## src/rtl/rm_lane_collector_if.sv

```systemverilog
// rm_lane_collector_if
//   Bundles the event-router side inputs, the lane-engine handshake and the
//   debug/CSR readout of rm_lane_collector into one interface.
//   Ports carried (all per lane, NUM_LANES wide):
//     lane_vector0_i / lane_vector1_i : primary / secondary event bits
//     itype1_i                        : instruction type for secondary events
//     valid0_i / valid1_i             : primary / secondary bundle present
//     flush_i / clear_i               : global FIFO flush, counter clear
//     out_valid_o / out_ready_i       : head-entry handshake to lane engines
//     out_vec0_o / out_vec1_o / out_itype1_o / out_has0_o / out_has1_o : head
//     occupancy_o / drop_cnt_o / overflow_o : per-lane debug state
//   master : the producer/consumer side (router + engines).
//   slave  : the collector itself.
interface rm_lane_collector_if #(
  parameter int NUM_LANES  = 5,
  parameter int NUM_EVENTS = 10,
  parameter int FIFO_DEPTH = 4,
  parameter int CNT_W      = 16
);
  localparam int IT_W  = $clog2(NUM_EVENTS);
  localparam int OCC_W = $clog2(FIFO_DEPTH) + 1;

  logic [NUM_LANES-1:0][NUM_EVENTS-1:0] lane_vector0_i;
  logic [NUM_LANES-1:0][NUM_EVENTS-1:0] lane_vector1_i;
  logic [NUM_LANES-1:0][IT_W-1:0]       itype1_i;
  logic [NUM_LANES-1:0]                 valid0_i;
  logic [NUM_LANES-1:0]                 valid1_i;
  logic                                 flush_i;
  logic                                 clear_i;
  logic [NUM_LANES-1:0]                 out_valid_o;
  logic [NUM_LANES-1:0]                 out_ready_i;
  logic [NUM_LANES-1:0][NUM_EVENTS-1:0] out_vec0_o;
  logic [NUM_LANES-1:0][NUM_EVENTS-1:0] out_vec1_o;
  logic [NUM_LANES-1:0][IT_W-1:0]       out_itype1_o;
  logic [NUM_LANES-1:0]                 out_has0_o;
  logic [NUM_LANES-1:0]                 out_has1_o;
  logic [NUM_LANES-1:0][OCC_W-1:0]      occupancy_o;
  logic [NUM_LANES-1:0][CNT_W-1:0]      drop_cnt_o;
  logic [NUM_LANES-1:0]                 overflow_o;

  modport master (
    output lane_vector0_i, lane_vector1_i, itype1_i, valid0_i, valid1_i,
    output flush_i, clear_i, out_ready_i,
    input  out_valid_o, out_vec0_o, out_vec1_o, out_itype1_o,
    input  out_has0_o, out_has1_o, occupancy_o, drop_cnt_o, overflow_o
  );

  modport slave (
    input  lane_vector0_i, lane_vector1_i, itype1_i, valid0_i, valid1_i,
    input  flush_i, clear_i, out_ready_i,
    output out_valid_o, out_vec0_o, out_vec1_o, out_itype1_o,
    output out_has0_o, out_has1_o, occupancy_o, drop_cnt_o, overflow_o
  );
endinterface

```

## src/rtl/rm_lane_collector.sv

```systemverilog
// rm_lane_collector
//   Receiving end of the runtime-monitor event routing path. Each lane owns a
//   small first-word-fall-through FIFO of event bundles which is drained by
//   that lane's monitor engine over a valid/ready handshake. Bundles that
//   arrive while a lane FIFO is full (and not being popped) are dropped and
//   counted in a saturating per-lane counter with a sticky overflow flag.
//   Ports:
//     clk_i  : clock
//     rst_ni : synchronous active-low reset
//     bus    : rm_lane_collector_if.slave (router inputs, lane handshake,
//              occupancy / drop counter / overflow readout)
module rm_lane_collector #(
  parameter int NUM_LANES  = 5,
  parameter int NUM_EVENTS = 10,
  parameter int FIFO_DEPTH = 4,
  parameter int CNT_W      = 16
) (
  input logic                clk_i,
  input logic                rst_ni,
  rm_lane_collector_if.slave bus
);

  localparam int IT_W    = $clog2(NUM_EVENTS);
  localparam int PTR_W   = $clog2(FIFO_DEPTH);
  localparam int OCC_W   = PTR_W + 1;
  localparam int ENTRY_W = 2 * NUM_EVENTS + IT_W + 2;
  localparam logic [OCC_W-1:0] OCC_FULL = OCC_W'(FIFO_DEPTH);

  // Storage is deliberately left out of reset; occupancy alone decides
  // which entries are live.
  logic [ENTRY_W-1:0] mem_q [NUM_LANES][FIFO_DEPTH];

  logic [NUM_LANES-1:0][PTR_W-1:0]  wr_ptr_q;
  logic [NUM_LANES-1:0][PTR_W-1:0]  rd_ptr_q;
  logic [NUM_LANES-1:0][OCC_W-1:0]  occ_q;
  logic [NUM_LANES-1:0][CNT_W-1:0]  drop_cnt_q;
  logic [NUM_LANES-1:0]             overflow_q;

  logic [NUM_LANES-1:0]             push;
  logic [NUM_LANES-1:0]             pop;
  logic [NUM_LANES-1:0]             full;
  logic [NUM_LANES-1:0]             accept;
  logic [NUM_LANES-1:0]             drop;
  logic [NUM_LANES-1:0][ENTRY_W-1:0] wr_entry;
  logic [NUM_LANES-1:0][ENTRY_W-1:0] head;

  logic [NUM_LANES-1:0]                 out_valid;
  logic [NUM_LANES-1:0][NUM_EVENTS-1:0] out_vec0;
  logic [NUM_LANES-1:0][NUM_EVENTS-1:0] out_vec1;
  logic [NUM_LANES-1:0][IT_W-1:0]       out_itype1;
  logic [NUM_LANES-1:0]                 out_has0;
  logic [NUM_LANES-1:0]                 out_has1;

  // Per-lane push/pop decisions and head unpacking. A full FIFO still takes
  // a push when its head leaves in the same cycle, since the freed slot is
  // the one the write pointer is sitting on. Flush overrides both sides, so
  // a bundle arriving during flush is neither stored nor counted as a drop.
  always_comb begin
    push       = '0;
    pop        = '0;
    full       = '0;
    accept     = '0;
    drop       = '0;
    wr_entry   = '0;
    head       = '0;
    out_valid  = '0;
    out_vec0   = '0;
    out_vec1   = '0;
    out_itype1 = '0;
    out_has0   = '0;
    out_has1   = '0;
    for (int l = 0; l < NUM_LANES; l++) begin
      push[l]   = bus.valid0_i[l] | bus.valid1_i[l];
      full[l]   = (occ_q[l] == OCC_FULL);
      out_valid[l] = (occ_q[l] != '0);
      pop[l]    = out_valid[l] & bus.out_ready_i[l] & ~bus.flush_i;
      accept[l] = push[l] & (~full[l] | pop[l]) & ~bus.flush_i;
      drop[l]   = push[l] & full[l] & ~pop[l] & ~bus.flush_i;
      wr_entry[l] = {bus.lane_vector0_i[l], bus.lane_vector1_i[l],
                     bus.itype1_i[l], bus.valid0_i[l], bus.valid1_i[l]};
      head[l]       = mem_q[l][rd_ptr_q[l]];
      out_vec0[l]   = head[l][ENTRY_W-1 -: NUM_EVENTS];
      out_vec1[l]   = head[l][IT_W+2+NUM_EVENTS-1 -: NUM_EVENTS];
      out_itype1[l] = head[l][IT_W+1 -: IT_W];
      out_has0[l]   = head[l][1];
      out_has1[l]   = head[l][0];
    end
  end

  // Entry storage: only accepted bundles are written, at the write pointer.
  always_ff @(posedge clk_i) begin
    for (int l = 0; l < NUM_LANES; l++) begin
      if (rst_ni && accept[l]) begin
        mem_q[l][wr_ptr_q[l]] <= wr_entry[l];
      end
    end
  end

  // Pointers and occupancy. Pointers wrap naturally at FIFO_DEPTH because
  // the depth is a power of two; occupancy is tracked separately so full and
  // empty are never ambiguous.
  always_ff @(posedge clk_i) begin
    if (!rst_ni || bus.flush_i) begin
      wr_ptr_q <= '0;
      rd_ptr_q <= '0;
      occ_q    <= '0;
    end else begin
      for (int l = 0; l < NUM_LANES; l++) begin
        if (accept[l]) begin
          wr_ptr_q[l] <= wr_ptr_q[l] + PTR_W'(1);
        end
        if (pop[l]) begin
          rd_ptr_q[l] <= rd_ptr_q[l] + PTR_W'(1);
        end
        if (accept[l] && !pop[l]) begin
          occ_q[l] <= occ_q[l] + OCC_W'(1);
        end else if (!accept[l] && pop[l]) begin
          occ_q[l] <= occ_q[l] - OCC_W'(1);
        end
      end
    end
  end

  // Drop accounting. Clear wins over a drop in the same cycle; the counter
  // holds at all-ones instead of wrapping.
  always_ff @(posedge clk_i) begin
    if (!rst_ni || bus.clear_i) begin
      drop_cnt_q <= '0;
      overflow_q <= '0;
    end else begin
      for (int l = 0; l < NUM_LANES; l++) begin
        if (drop[l]) begin
          overflow_q[l] <= 1'b1;
          if (drop_cnt_q[l] != '1) begin
            drop_cnt_q[l] <= drop_cnt_q[l] + CNT_W'(1);
          end
        end
      end
    end
  end

  assign bus.out_valid_o  = out_valid;
  assign bus.out_vec0_o   = out_vec0;
  assign bus.out_vec1_o   = out_vec1;
  assign bus.out_itype1_o = out_itype1;
  assign bus.out_has0_o   = out_has0;
  assign bus.out_has1_o   = out_has1;
  assign bus.occupancy_o  = occ_q;
  assign bus.drop_cnt_o   = drop_cnt_q;
  assign bus.overflow_o   = overflow_q;

endmodule

```

## src/flat_wrapper.sv

```systemverilog
// flat-port wrapper written by rule: the top's interface ports become plain ports
module rm_lane_collector_flat 
#(
  parameter int NUM_LANES  = 5,
  parameter int NUM_EVENTS = 10,
  parameter int FIFO_DEPTH = 4,
  parameter int CNT_W      = 16
)
  (clk_i, rst_ni, bus_lane_vector0_i, bus_lane_vector1_i, bus_itype1_i, bus_valid0_i, bus_valid1_i, bus_flush_i, bus_clear_i, bus_out_ready_i, bus_out_valid_o, bus_out_vec0_o, bus_out_vec1_o, bus_out_itype1_o, bus_out_has0_o, bus_out_has1_o, bus_occupancy_o, bus_drop_cnt_o, bus_overflow_o);
  rm_lane_collector_if #(.NUM_LANES(NUM_LANES), .NUM_EVENTS(NUM_EVENTS), .FIFO_DEPTH(FIFO_DEPTH), .CNT_W(CNT_W)) bus_i ();
  input logic clk_i;
  input logic rst_ni;
  input wire logic [$bits(bus_i.lane_vector0_i)-1:0] bus_lane_vector0_i;
  input wire logic [$bits(bus_i.lane_vector1_i)-1:0] bus_lane_vector1_i;
  input wire logic [$bits(bus_i.itype1_i)-1:0] bus_itype1_i;
  input wire logic [$bits(bus_i.valid0_i)-1:0] bus_valid0_i;
  input wire logic [$bits(bus_i.valid1_i)-1:0] bus_valid1_i;
  input wire logic [$bits(bus_i.flush_i)-1:0] bus_flush_i;
  input wire logic [$bits(bus_i.clear_i)-1:0] bus_clear_i;
  input wire logic [$bits(bus_i.out_ready_i)-1:0] bus_out_ready_i;
  output wire logic [$bits(bus_i.out_valid_o)-1:0] bus_out_valid_o;
  output wire logic [$bits(bus_i.out_vec0_o)-1:0] bus_out_vec0_o;
  output wire logic [$bits(bus_i.out_vec1_o)-1:0] bus_out_vec1_o;
  output wire logic [$bits(bus_i.out_itype1_o)-1:0] bus_out_itype1_o;
  output wire logic [$bits(bus_i.out_has0_o)-1:0] bus_out_has0_o;
  output wire logic [$bits(bus_i.out_has1_o)-1:0] bus_out_has1_o;
  output wire logic [$bits(bus_i.occupancy_o)-1:0] bus_occupancy_o;
  output wire logic [$bits(bus_i.drop_cnt_o)-1:0] bus_drop_cnt_o;
  output wire logic [$bits(bus_i.overflow_o)-1:0] bus_overflow_o;
  assign bus_i.lane_vector0_i = bus_lane_vector0_i;
  assign bus_i.lane_vector1_i = bus_lane_vector1_i;
  assign bus_i.itype1_i = bus_itype1_i;
  assign bus_i.valid0_i = bus_valid0_i;
  assign bus_i.valid1_i = bus_valid1_i;
  assign bus_i.flush_i = bus_flush_i;
  assign bus_i.clear_i = bus_clear_i;
  assign bus_i.out_ready_i = bus_out_ready_i;
  assign bus_out_valid_o = bus_i.out_valid_o;
  assign bus_out_vec0_o = bus_i.out_vec0_o;
  assign bus_out_vec1_o = bus_i.out_vec1_o;
  assign bus_out_itype1_o = bus_i.out_itype1_o;
  assign bus_out_has0_o = bus_i.out_has0_o;
  assign bus_out_has1_o = bus_i.out_has1_o;
  assign bus_occupancy_o = bus_i.occupancy_o;
  assign bus_drop_cnt_o = bus_i.drop_cnt_o;
  assign bus_overflow_o = bus_i.overflow_o;
  rm_lane_collector #(.NUM_LANES(NUM_LANES), .NUM_EVENTS(NUM_EVENTS), .FIFO_DEPTH(FIFO_DEPTH), .CNT_W(CNT_W)) u_core (.clk_i(clk_i), .rst_ni(rst_ni), .bus(bus_i));
endmodule
```

## config.mk

```make
export PLATFORM = sky130hd
export DESIGN_NAME = rm_lane_collector_flat
export DESIGN_NICKNAME = d
export VERILOG_FILES = /design/src/rtl/rm_lane_collector_if.sv /design/src/rtl/rm_lane_collector.sv /design/src/flat_wrapper.sv
export SDC_FILE = /design/constraint.sdc
export NUM_CORES = 1
export LEC_CHECK = 0
export BUFFER_PORTS_ARGS = -buffer_cell sky130_fd_sc_hd__buf_2
export CAP_MARGIN = 20
export CORE_ASPECT_RATIO = 0.7
export CORE_MARGIN = 5
export CORE_UTILIZATION = 51
export CTS_CLUSTER_SIZE = 40
export DETAILED_ROUTE_END_ITERATION = 12
export PLACE_DENSITY = 0.77
export SETUP_SLACK_MARGIN = 0.2
export SLEW_MARGIN = 20
export SYNTH_ARGS = -nofsm -noshare
export SYNTH_HDL_FRONTEND = slang
export SYNTH_SLANG_ARGS = --single-unit
```

## constraint.sdc

```tcl
create_clock -name clk_i -period 2.15 [get_ports clk_i]
set_input_delay 0.1075 -clock clk_i [delete_from_list [all_inputs] [get_ports clk_i]]
set_output_delay 0.1075 -clock clk_i [all_outputs]
set_load 0.03 [all_outputs]
```

; ---- Word-level counts from Yosys, hierarchy flattened
; Memory sizes are Yosys's and may differ from the RTL's.
; Index checks and enable logic that the tools add are counted.
[op_classes]
magnitude_cmp = 15
n_div = 0
n_bitwise = 66
eq_ne = 10
addsub = 25
n_mux = 45
multipliers = 0
n_reduce_logical = 48
shifts = 0
[op_table]
columns = op, n
row1 = $mux 104, 5
row2 = $mux 26, 15
row3 = $bmux 26 s2, 5
row4 = $demux 26 s2, 5
row5 = $add 16x1->16 const B, 5
row6 = $ne 16x16->1 const B, 5
row7 = $and 1x1->1, 35
row8 = $ge 3x3->1 const B, 10
row9 = $mux 3, 10
row10 = $not 2->3, 10
row11 = $add 2x1->2 const B, 10
row12 = $logic_and 1x1->1, 20
row13 = $add 3x1->3 const B, 5
row14 = $eq 3x3->1 const B, 5
row15 = $lt 3x1->1 const B, 5
row16 = $reduce_bool 3->1, 5
row17 = $sub 3x1->3 const B, 5
row18 = $logic_not 1->1, 11
row19 = $not 1->1, 11
row20 = $or 1x1->1, 10
row21 = $reduce_and 2->1, 5
row22 = $reduce_bool 2->1, 5
row23 = $mux 1, 5
row24 = $logic_or 1x1->1, 2
[word_totals]
mem_bits_ro = 0
latchBits = 0
mem_count = 1
word_cells = 235
ramBits = 520
reg_bits = 120
[memory_table]
columns = name, depth, word_bits, rd, rd_clocked_by_memory_dff, write_ports, line_no
row1 = u_core.mem_q, 5, 104, 5, 0, 5, rm_lane_collector.sv:31  ; logic [ENTRY_W-1:0] mem_q [NUM_LANES][FIFO_DEPTH];

; ---- Depth between registers and ports, before layout
; Gate-level depths: netlist of run 1.
[depth]
depth_word = 10
mapped_depth = 10
mapped_depth_nobuf = 9

; ---- Least setup slack after synthesis of run 1
; OpenSTA, ideal clock, no wires.
[synth_timing]
path_kind = register to register
start = register u_core.occ_q (netlist bit u_core.bus.occupancy_o[9])
end = register u_core.occ_q (netlist bit u_core.bus.occupancy_o[11])
stages_incl_launch_ff = 10
path_buffers = 0
t_required_ps = 2080
setup_ps = 70
path_slack_ps = -415
arrival_time_ps = 2495
cell_sequence = dfxtp_1 or3_1 and3b_1 inv_1 ha_1 inv_1 fa_1 xor2_1 or3_1 a21oi_1
[synth_between]
elab_chain_cells = 9
word_cells_on_any_way = 17
cone_classes = add/sub: 2 / eq/ne: 1 / mux: 2 / bitwise: 6 / reduce/logical: 6
[synth_rtl]
columns = element, line_no
row1 = start: declaration, rm_lane_collector.sv:35  ; logic [NUM_LANES-1:0][OCC_W-1:0] occ_q;
row2 = start signal: indexed assignment, rm_lane_collector.sv:116  ; occ_q[l] <= occ_q[l] + OCC_W'(1);
row3 = start signal: indexed assignment, rm_lane_collector.sv:118  ; occ_q[l] <= occ_q[l] - OCC_W'(1);
row4 = $reduce_bool 3->1 (*), rm_lane_collector.sv:75  ; out_valid[l] = (occ_q[l] != '0);
row5 = via bus_out_valid_o[3], flat_wrapper.sv:21  ; output wire logic [$bits(bus_i.out_valid_o)-1:0] bus_out_valid_o;
row6 = $and 1x1->1 (*) (2 in a row), rm_lane_collector.sv:76  ; pop[l] = out_valid[l] & bus.out_ready_i[l] & ~bus.flush_i;
row7 = $or 1x1->1, rm_lane_collector.sv:77  ; accept[l] = push[l] & (~full[l] | pop[l]) & ~bus.flush_i;
row8 = $and 1x1->1 (2 in a row), rm_lane_collector.sv:77
row9 = $logic_not 1->1, rm_lane_collector.sv:117  ; end else if (!accept[l] && pop[l]) begin
row10 = $logic_and 1x1->1, rm_lane_collector.sv:117
row11 = $reduce_bool 2->1 (no line), n/a
; The timed path passes the listed nets; every way through them passes the cells marked *. The select of a mux whose other input is x is not followed.
; A chain may end at the register's enable or synchronous reset.

; ---- Worst setup path after layout of run 1
[layout_timing]
start = register u_core.occ_q (netlist bit u_core.bus.occupancy_o[10])
end = register u_core.occ_q (netlist bit u_core.bus.occupancy_o[11])
[layout_between]
elab_chain_cells = 9
word_cells_on_any_way = 17
cone_classes = add/sub: 2 / eq/ne: 1 / mux: 2 / bitwise: 6 / reduce/logical: 6
[layout_rtl]
columns = element, line_no
row1 = $reduce_bool 3->1, rm_lane_collector.sv:75
row2 = $and 1x1->1 (2 in a row), rm_lane_collector.sv:76
row3 = $or 1x1->1, rm_lane_collector.sv:77
row4 = $and 1x1->1 (2 in a row), rm_lane_collector.sv:77
row5 = $logic_not 1->1, rm_lane_collector.sv:117
row6 = $logic_and 1x1->1, rm_lane_collector.sv:117
row7 = $reduce_bool 2->1 (no line), n/a
; Several ways; a longest one is shown, not always the timed one. The select of a mux whose other input is x is not followed.

==> results.yml, run 1 <==
worst_setup_path:
  worst_setup_path_start_kind: "flop"
  required_ns: 2.66
  crit_type: "reg2reg"
  cp-end-kind: "flop"
  cp-startpoint: "u_core.bus.occupancy_o[10]$_SDFFE_PP0P_"
  ff2ff_path_depth: 9
  rr_endpoint: "u_core.bus.occupancy_o[11]$_SDFFE_PP0P_"
  r2r_start: "u_core.bus.occupancy_o[10]$_SDFFE_PP0P_"
  path_max_fanout: 2
  cp.arrival_ns: 2.74
  reg2reg_setup_slack_ns: -0.08
layout:
  final_nets: 2226
  final_common_cell: "edfxtp_1"
  area_growth_pct: 36.1
  final_cells: 2758
  postLayoutCellArea_um2: 33800
  drive_gt1_share_pct: 42.1
  final_cell_mix: "edfxtp_1, buf_2, buf_6"
routing:
  dr_total_vias: 15600
  firstDrtPassIters: 5
  route.detailed.drc: 0
  avgViaCountPerCell: 5.66
  ant_nets: 0
  highest-signal-layer: "met5"
  drt-met1-wl_mm: 25.7
  met3_length_mm: 4.95
  drt_iter0_drc: 1404
  route.met2.wl_mm: 33.3
  routedWlPerCell_um: 23.8
  wl_mm: 65.6
placement:
  portBuffers: 373
  placed_cells: 2442
  place_area_um2: 28200
  dp_hpwl_mm: 37.5
  gp_congestion: 0.835
hold_path:
  hold_depth: 5
  worstHoldStart: "bus_out_ready_i[1]"
  hp-class: "in2reg"
  min_to: "u_core.rd_ptr_q[2]$_SDFFE_PP0P_"
sta:
  fmax_ghz: 0.447
  finalHoldViolations: 0
  timing.final.crit_share_pct: 104
  relSlewSlack_pct: 44.6
  tightest_slew_ns: 0.831
  rsz0062_at_grt: "true"
  setup_violations: 5
  fin_skew_ns: 0.0190
  period_needed_ns: 2.23
  slew_violations: 0
  worst_slack_ns: -0.0849
clocking:
  clk_pin_slew_ns: 0.06
  cts_max_level: 2
  cts.sinks: 640
  cts_buffers: 58
  tritoncts: "built"
  cts_root_buf: "clkbuf_16"
  clock_path_buffers: 3
  clk_latency_ns: 0.59
power:
  power_frac_comb_pct: 7.8
  leakagePower_nw: 12.0
  swShare_pct: 22.0
  p_seq_share_pct: 52.1
  power_switching_mw: 5.75
  power_density_nw_per_um2: 773
  power_mw: 26.1
  power_frac_clock_pct: 40.1
  p_int_mw: 20.4
  ir_worst_vdd_mv: 0.619
die:
  rows: 67
  die_h_um: 195
  core_um2: 48000
  start_util_pct: 51.7
  dieArea_um2: 53300
  die_w_um: 274
  io_pins: 374
yosys:
  synth.net_count: 1571
  synth_cell_types: 51
  yosys_register_bits: 640
  synth_edf_count: 520
  synth_sequential_area_ratio_pct: 72.6
  syn_avg_cell_area_um2: 17.8
  yosysWarnings: 0
  synth_area_um2: 24800
  postSynth.asyncResetShare_pct: 0
  synth_flop_cell: "edfxtp_1"
  synth_cells: 1397
global_route:
  antenna_found_initial: 3
  grt_pass1_wl_mm: 95.8
  grt_start_max_net_pins: 41
  grtUsageTotal_pct: 23.4
  grt_pass1_vias: 15800
  gr-total-overflow: 0
outcome:
  status: "finished, violations left"
  violations: "negative setup slack"
run:
  cap_violations: 0
==> worst max path at each step <==
stage,to,slack [ns]
floorplan,u_core.bus.occupancy_o[11]$_SDFFE_PP0P_,-0.13
global placement,u_core.bus.occupancy_o[5]$_SDFFE_PP0P_,-0.07
detailed placement,u_core.bus.occupancy_o[5]$_SDFFE_PP0P_,-0.17
CTS,u_core.bus.occupancy_o[11]$_SDFFE_PP0P_,-0.1
global route,u_core.bus.occupancy_o[11]$_SDFFE_PP0P_,-0.17
finish,u_core.bus.occupancy_o[11]$_SDFFE_PP0P_,-0.08
==> registers in the layout, indices dropped and copies added, names as in the netlist <==
register,flops
u_core.bus.occupancy_o,15
u_core.wr_ptr_q,10
u_core.mem_q,520
u_core.bus.overflow_o,5
u_core.bus.drop_cnt_o,80
u_core.rd_ptr_q,10
==> cells by family (layout without fill, tap and decap cells) <==
group                    Yosys count  in the layout  share of synthesized area [%]
buffers and inverters             81            783                           1.29
flip-flops                       640            640                           72.6
multiplexers                     146            146                           12.4
other                              0              2                              0
AO/OA/AOI/OAI                     66             67                           1.72
XOR/XNOR                          76             76                           2.68
adder cells (fa/ha/maj)           35             35                           1.92
AND/OR/NAND/NOR                  353            354                           7.37
==> power by group through the flow <==
stage | registers, mW | logic, mW | clock network, mW
after floorplan | 13.9 | 0.823 | 0
after global placement | 13.9 | 1.45 | 0
after detailed placement | 13.9 | 1.50 | 0
after CTS | 13.6 | 1.95 | 10.5
after global routing | 13.6 | 2.15 | 11.2
final | 13.6 | 2.04 | 10.5
==> per-layer routing <==
layer | vias up | global-route usage [%]
met3 | 102 | 4.81
met5 | - | 0
met4 | 2 | 6.39
met2 | 709 | 38.9
li1 | 6843 | -
met1 | 7968 | 31.9
==> per-stage QoR <==
stage,utilization (%),setup TNS (ns),hold slack [ns],setup slack (ns)
after floorplan,-,-0.671,0.206,-0.131
after global placement,58.7,-2.90,0.318,-0.0716
after detailed placement,58.7,-9.10,0.324,-0.165
after CTS,68.7,-0.482,0.0303,-0.0964
after global routing,70.4,-1.04,0.108,-0.171
final,70.4,-0.140,0.0770,-0.0849
==> Yosys cell counts, types with 3 or more instances <==
library cell	number	share of area, %
ha_1	30	1.5
and3_1	30	0.76
o211a_1	3	0.12
nor2_1	111	1.7
nand2b_1	4	0.10
a211oi_1	5	0.15
buf_1	13	0.20
nand4_1	24	0.60
inv_1	24	0.36
a31oi_1	7	0.18
and3b_1	5	0.18
nand3_1	36	0.73
nor4_1	21	0.53
o21ba_2	3	0.12
or3_1	12	0.30
and4_1	10	0.35
a21oi_1	18	0.36
edfxtp_1	520	63
mux2i_1	16	0.65
dfxtp_1	120	9.7
a31o_2	3	0.11
nor3_1	24	0.48
xnor2_1	50	1.8
clkbuf_1	37	0.56
nand2_1	46	0.70
buf_2	6	0.12
o21ai_0	17	0.34
mux4_2	130	12
xor2_1	26	0.92
nor2b_1	7	0.18
fa_1	5	0.40
and2_1	4	0.10
nor4b_1	5	0.18
==> worst max-delay path, stage by stage, from the launching register on <==
cell and delay, ns:
dfxtp_4 0.35, or3_4 0.39, and3b_1 0.19, inv_1 0.07, ha_2 0.18, inv_2 0.04, fa_2 0.34, xor2_1 0.15
or3_1 0.32, a21oi_2 0.12
==> layout make-up <==
type | count | area, um^2
Fill cell | 2886 | 14200
Inverter | 24 | 90.1
Antenna cell | 2 | 5.00
Clock inverter | 45 | 417
Timing Repair Buffer | 650 | 5720
Clock buffer | 64 | 1500
Multi-Input combinational cell | 678 | 7140
Sequential cell | 640 | 18100
Tap cell | 655 | 820
==> timing repair <==
item,4_1_cts,5_1_grt
setup endpoints to repair,665,675
cloned,15,0
endpoints found under the hold margin,526,0
buffers inserted,36,23
pin swaps,15,41
hold buffers,131,0
resized for setup,281,159
No activity file was read; power rests on OpenSTA's default activity.
==> run 2: changes to the inputs <==
--- a/config.mk
+++ b/config.mk
@@ -12,7 +12,7 @@
 export CORE_UTILIZATION = 51
 export CTS_CLUSTER_SIZE = 40
 export DETAILED_ROUTE_END_ITERATION = 12
-export PLACE_DENSITY = 0.77
+export PLACE_DENSITY = 0.76
 export SETUP_SLACK_MARGIN = 0.2
 export SLEW_MARGIN = 20
 export SYNTH_ARGS = -nofsm -noshare
==> results.yml, run 2 (synthesis results as in run 1) <==
sta:
  rsz0062_at_grt: "true"
  hold_ws_ns: 0.0745
  period_needed_ns: 2.29
  fmax_ghz: 0.437
  worst_slack_ns: -0.140
  tightest_slew_ns: 0.723
  timing.final.crit_share_pct: 107
  setup_violations: 6
  finalHoldViolations: 0
  fin_skew_ns: 0.0218
  slew_violations: 0
  relSlewSlack_pct: 51.8
worst_setup_path:
  worst_setup_path_start_kind: "flop"
  crit_path_max_incr_delay_ns: 0.38
  cp_num_cells: 9
  rr_endpoint: "u_core.bus.occupancy_o[11]$_SDFFE_PP0P_"
  ff2ff_path_depth: 9
  cp.arrival_ns: 2.81
  cp_slowest_cell: "or3_4"
  reg2reg_setup_slack_ns: -0.14
  cp-end-kind: "flop"
  critPathMostFrequentCell: "or3_4"
  crit_buf_inv: 2
  path_max_fanout: 2
  cp_top_family: "simple AND/OR/NAND/NOR gates"
  crit_type: "reg2reg"
  crit_chain: "or3_4, and3b_1, inv_1, ha_2, inv_2, fa_2, xor2_2, or3_4, a21oi_2"
  r2r_start: "u_core.bus.occupancy_o[10]$_SDFFE_PP0P_"
  required_ns: 2.67
clocking:
  tritoncts: "built"
  cts.sinks: 640
  clock_path_buffers: 3
  cts_buffers: 59
  cts_max_level: 2
  clk_pin_slew_ns: 0.07
  cts_root_buf: "clkbuf_16"
  clk_latency_ns: 0.61
die:
  dieArea_um2: 53300
  die_h_um: 195
  die_w_um: 274
  core_um2: 48000
  start_util_pct: 51.7
  rows: 67
  io_pins: 374
layout:
  final_common_cell: "edfxtp_1"
  largest_reg_flops: 520
  final_cell_mix: "edfxtp_1, buf_2, buf_6"
  drive_gt1_share_pct: 41.0
  final_nets: 2215
  final_cells: 2748
  area_growth_pct: 35.6
  postLayoutCellArea_um2: 33700
routing:
  avgViaCountPerCell: 5.62
  dr_total_vias: 15500
  ant_nets: 0
  firstDrtPassIters: 6
  drt_iter0_drc: 1249
  route.detailed.drc: 0
  routedWlPerCell_um: 23.7
  wl_mm: 65.2
placement:
  gp_congestion: 0.854
  portBuffers: 373
  dp_hpwl_mm: 37.2
  placed_cells: 2428
  place_ws_ns: -0.406
  place_area_um2: 28100
outcome:
  status: "finished, violations left"
  violations: "negative setup slack"
power:
  power_mw: 25.7
  power_density_nw_per_um2: 765
  ir_worst_vdd_mv: 0.718
  leakagePower_nw: 11.9
global_route:
  antenna_found_initial: 3
  grt_pass1_wl_mm: 96.8
  grt_pass1_vias: 15800
  grt_start_max_net_pins: 75
  gr-total-overflow: 0
  grtUsageTotal_pct: 23.5
hold_path:
  min_to: "u_core.rd_ptr_q[0]$_SDFFE_PP0P_"
  hold_depth: 5
  worstHoldStart: "bus_out_ready_i[0]"
  hp-class: "in2reg"
run:
  cap_violations: 0
[run 2: repair_timing]
action	CTS	global route
resized for setup	320	90
cloned	16	1
buffers inserted	32	27
setup endpoints to repair	704	480
endpoints found under the hold margin	524	0
pin swaps	13	44
hold buffers	131	0
[run 2: per-stage QoR]
step,util [%],setup TNS [ns]
2_1_floorplan,-,-0.671
3_3_place_gp,58.5,-11.37
3_5_place_dp,58.5,-23.66
6_report,70.1,-0.375
4_1_cts,68.7,-0.378
5_1_grt,70.1,-1.62
[run 2: per-layer routing]
metal	GRT usage (%)	vias to the layer above	routed length [um]
li1	-	6829	-
met1	31.6	7847	25600
met2	38.7	650	32800
met3	5.42	122	4830
met4	7.08	2	1890
met5	0	-	11
[run 2: final cells by class]
class / count / area [um^2]
multi-input combinational: 678 / 7120
clock buffer: 80 / 1560
timing repair buffer: 638 / 5690
antenna: 2 / 5.00
sequential: 640 / 18100
fill: 2893 / 14400
tap: 655 / 820
clock inverter: 31 / 270
inverter: 24 / 90.1
[run 2: worst reg2reg max path, delay by kind of cell, from the launching register on]
kind	cells	cell delay (ns)
compound gates	1	0.12
xor+xnor	1	0.17
fa+ha+maj	2	0.53
buf+inv	2	0.10
flops	1	0.35
simple gates	3	0.95
[run 2: worst max-delay path by stage]
| stage | from | to | slack [ns] |
|---|---|---|---|
| after floorplan | u_core.bus.occupancy_o[10]$_SDFFE_PP0P_ | u_core.bus.occupancy_o[11]$_SDFFE_PP0P_ | -0.13 |
| after global placement | u_core.bus.occupancy_o[9]$_SDFFE_PP0P_ | u_core.bus.occupancy_o[10]$_SDFFE_PP0P_ | -0.27 |
| after detailed placement | u_core.bus.occupancy_o[9]$_SDFFE_PP0P_ | u_core.bus.occupancy_o[11]$_SDFFE_PP0P_ | -0.41 |
| after CTS | u_core.bus.occupancy_o[4]$_SDFFE_PP0P_ | u_core.bus.occupancy_o[5]$_SDFFE_PP0P_ | -0.09 |
| after global routing | u_core.bus.occupancy_o[10]$_SDFFE_PP0P_ | u_core.bus.occupancy_o[11]$_SDFFE_PP0P_ | -0.22 |
| final | u_core.bus.occupancy_o[10]$_SDFFE_PP0P_ | u_core.bus.occupancy_o[11]$_SDFFE_PP0P_ | -0.14 |
[run 2: power by group]
group / switching [mW] / total, mW / internal, mW / leakage, nW
Sequential: 0.0716 / 13.6 / 13.6 / 5.70
Combinational: 1.10 / 2.07 / 0.969 / 5.31
Clock: 4.58 / 10.1 / 5.48 / 0.876
==> run 3: changes to the inputs <==
--- a/config.mk
+++ b/config.mk
@@ -10,9 +10,10 @@
 export CORE_ASPECT_RATIO = 0.7
 export CORE_MARGIN = 5
 export CORE_UTILIZATION = 51
-export CTS_CLUSTER_SIZE = 40
+export CTS_CLUSTER_DIAMETER = 30
+export CTS_CLUSTER_SIZE = 25
 export DETAILED_ROUTE_END_ITERATION = 12
-export PLACE_DENSITY = 0.76
+export PLACE_DENSITY = 0.84
 export SETUP_SLACK_MARGIN = 0.2
 export SLEW_MARGIN = 20
 export SYNTH_ARGS = -nofsm -noshare
==> results.yml, run 3 (synthesis results as in run 1) <==
global_route:
  grtUsageTotal_pct: 26.0
  antenna_found_initial: 1
  grt_start_max_net_pins: 33
  gr-total-overflow: 0
  grt_pass1_vias: 17000
  grt_pass1_wl_mm: 106
power:
  leakagePower_nw: 12.7
  swShare_pct: 22.8
  power_density_nw_per_um2: 916
  p_seq_share_pct: 42.3
  ir_worst_vdd_mv: 0.835
  power_switching_mw: 7.37
  power_frac_comb_pct: 6.4
  power_mw: 32.3
  p_int_mw: 24.9
  power_frac_clock_pct: 51.3
layout:
  drive_gt1_share_pct: 44.1
  final_cell_mix: "edfxtp_1, buf_2, buf_6"
  largest_reg_flops: 520
  ff_latch_area_um2: 18100
  postLayoutCellArea_um2: 35300
  fillers: 2672
  area_growth_pct: 42.0
  fin_util_pct: 73.4
  multiInputGateArea_um2: 7170
  final_nets: 2260
  final_common_cell: "edfxtp_1"
worst_setup_path:
  worst_setup_path_start_kind: "flop"
  ff2ff_path_depth: 9
  rr_endpoint: "u_core.bus.occupancy_o[11]$_SDFFE_PP0P_"
  crit_type: "reg2reg"
  required_ns: 2.69
  crit_chain: "or3_4, and3b_1, inv_1, ha_2, inv_2, fa_2, xor2_1, or3_1, a21oi_2"
  cp.arrival_ns: 2.79
  reg2reg_setup_slack_ns: -0.11
  crit_path_max_incr_delay_ns: 0.38
  cp_slowest_cell: "or3_4"
  r2r_start: "u_core.bus.occupancy_o[10]$_SDFFE_PP0P_"
  cp-end-kind: "flop"
  path_max_fanout: 2
placement:
  dp_hpwl_mm: 37.9
  place_area_um2: 28000
  portBuffers: 373
  gp_congestion: 0.873
routing:
  ant_nets: 0
  routedWlPerCell_um: 25.4
  wl_mm: 71.9
  drt_iter0_drc: 1534
  route.detailed.drc: 0
  dr_total_vias: 16300
  avgViaCountPerCell: 5.77
  firstDrtPassIters: 5
die:
  dieArea_um2: 53300
  die_w_um: 274
  io_pins: 374
  core_um2: 48000
  die_h_um: 195
  start_util_pct: 51.7
  rows: 67
sta:
  slew_violations: 0
  period_needed_ns: 2.26
  setup_violations: 9
  relSlewSlack_pct: 48.7
  rsz0062_at_grt: "true"
  hold_ws_ns: 0.0479
  fmax_ghz: 0.443
  fin_skew_ns: 0.0283
  tns_ns: -0.345
  timing.final.crit_share_pct: 105
  tightest_slew_ns: 0.770
  worst_slack_ns: -0.107
  finalHoldViolations: 0
clocking:
  cts_max_level: 3
  clk_latency_ns: 0.63
  cts.sinks: 640
  tritoncts: "built"
  cts_root_buf: "clkbuf_16"
  cts_buffers: 100
  clk_pin_slew_ns: 0.05
  clock_path_buffers: 3
outcome:
  violations: "negative setup slack"
  status: "finished, violations left"
hold_path:
  worstHoldStart: "bus_out_ready_i[0]"
  hold_depth: 5
  hp-class: "in2reg"
  min_to: "u_core.rd_ptr_q[0]$_SDFFE_PP0P_"
run:
  cap_violations: 0
## run 3: worst max-delay path: cells and delay by family, from the launching register on
kind	cells	cell delay (ns)
xor+xnor	1	0.17
fa+ha+maj	2	0.54
simple gates	3	0.90
flops	1	0.34
buf+inv	2	0.11
compound gates	1	0.12
## run 3: repair_timing
item | CTS | global route
cloned | 16 | 1
pin swaps | 16 | 35
resized for setup | 279 | 149
hold buffers | 132 | 0
setup endpoints to repair | 615 | 623
setup buffers | 31 | 32
endpoints found under the hold margin | 522 | 0
## run 3: cell type report
type | instances | share of cell area [%]
diodes | 2 | 0.0142
clock buffers | 118 | 7.71
clock inverters | 71 | 2.19
inverters | 24 | 0.256
multi-input cells | 678 | 20.4
flip-flops and latches | 640 | 51.3
well taps | 655 | 2.32
repair buffers | 642 | 15.8
## run 3: through the flow
stage / worst slack, ns / cells
floorplan: -0.131 / 1397
finish: -0.107 / 2830
global route: -0.153 / 2828
global placement: -0.143 / 2427
detailed placement: -0.222 / 2427
CTS: -0.0474 / 2795
## run 3: metal layers
layer / global-route usage, % / vias up / routed length, um
met1: 33.9 / 8278 / 26700
met4: 8.09 / 2 / 2270
met2: 44.1 / 916 / 37500
met5: 0 / - / 11
met3: 5.76 / 179 / 5530
li1: - / 6945 / -
## run 3: power groups by stage
stage	Clock, mW	Combinational [mW]	Sequential, mW
after floorplan	0	0.823	13.9
after global placement	0	1.44	13.9
after detailed placement	0	1.50	13.9
after CTS	16.5	1.95	13.6
after global routing	17.3	2.18	13.7
final	16.6	2.07	13.7
## run 3: how the worst max path moves through the flow
stage | endpoint | start | depth (start not counted) | slack [ns]
after floorplan | u_core.bus.occupancy_o[11]$_SDFFE_PP0P_ | u_core.bus.occupancy_o[10]$_SDFFE_PP0P_ | 9 | -0.13
after global routing | u_core.bus.occupancy_o[11]$_SDFFE_PP0P_ | u_core.bus.occupancy_o[10]$_SDFFE_PP0P_ | 9 | -0.15
final | u_core.bus.occupancy_o[11]$_SDFFE_PP0P_ | u_core.bus.occupancy_o[10]$_SDFFE_PP0P_ | 9 | -0.11
after detailed placement | u_core.bus.drop_cnt_o[75]$_SDFFE_PP0P_ | u_core.bus.occupancy_o[12]$_SDFFE_PP0P_ | 7 | -0.22
after CTS | u_core.bus.occupancy_o[8]$_SDFFE_PP0P_ | u_core.bus.occupancy_o[7]$_SDFFE_PP0P_ | 9 | -0.05
after global placement | u_core.bus.occupancy_o[2]$_SDFFE_PP0P_ | u_core.bus.occupancy_o[2]$_SDFFE_PP0P_ | 8 | -0.14
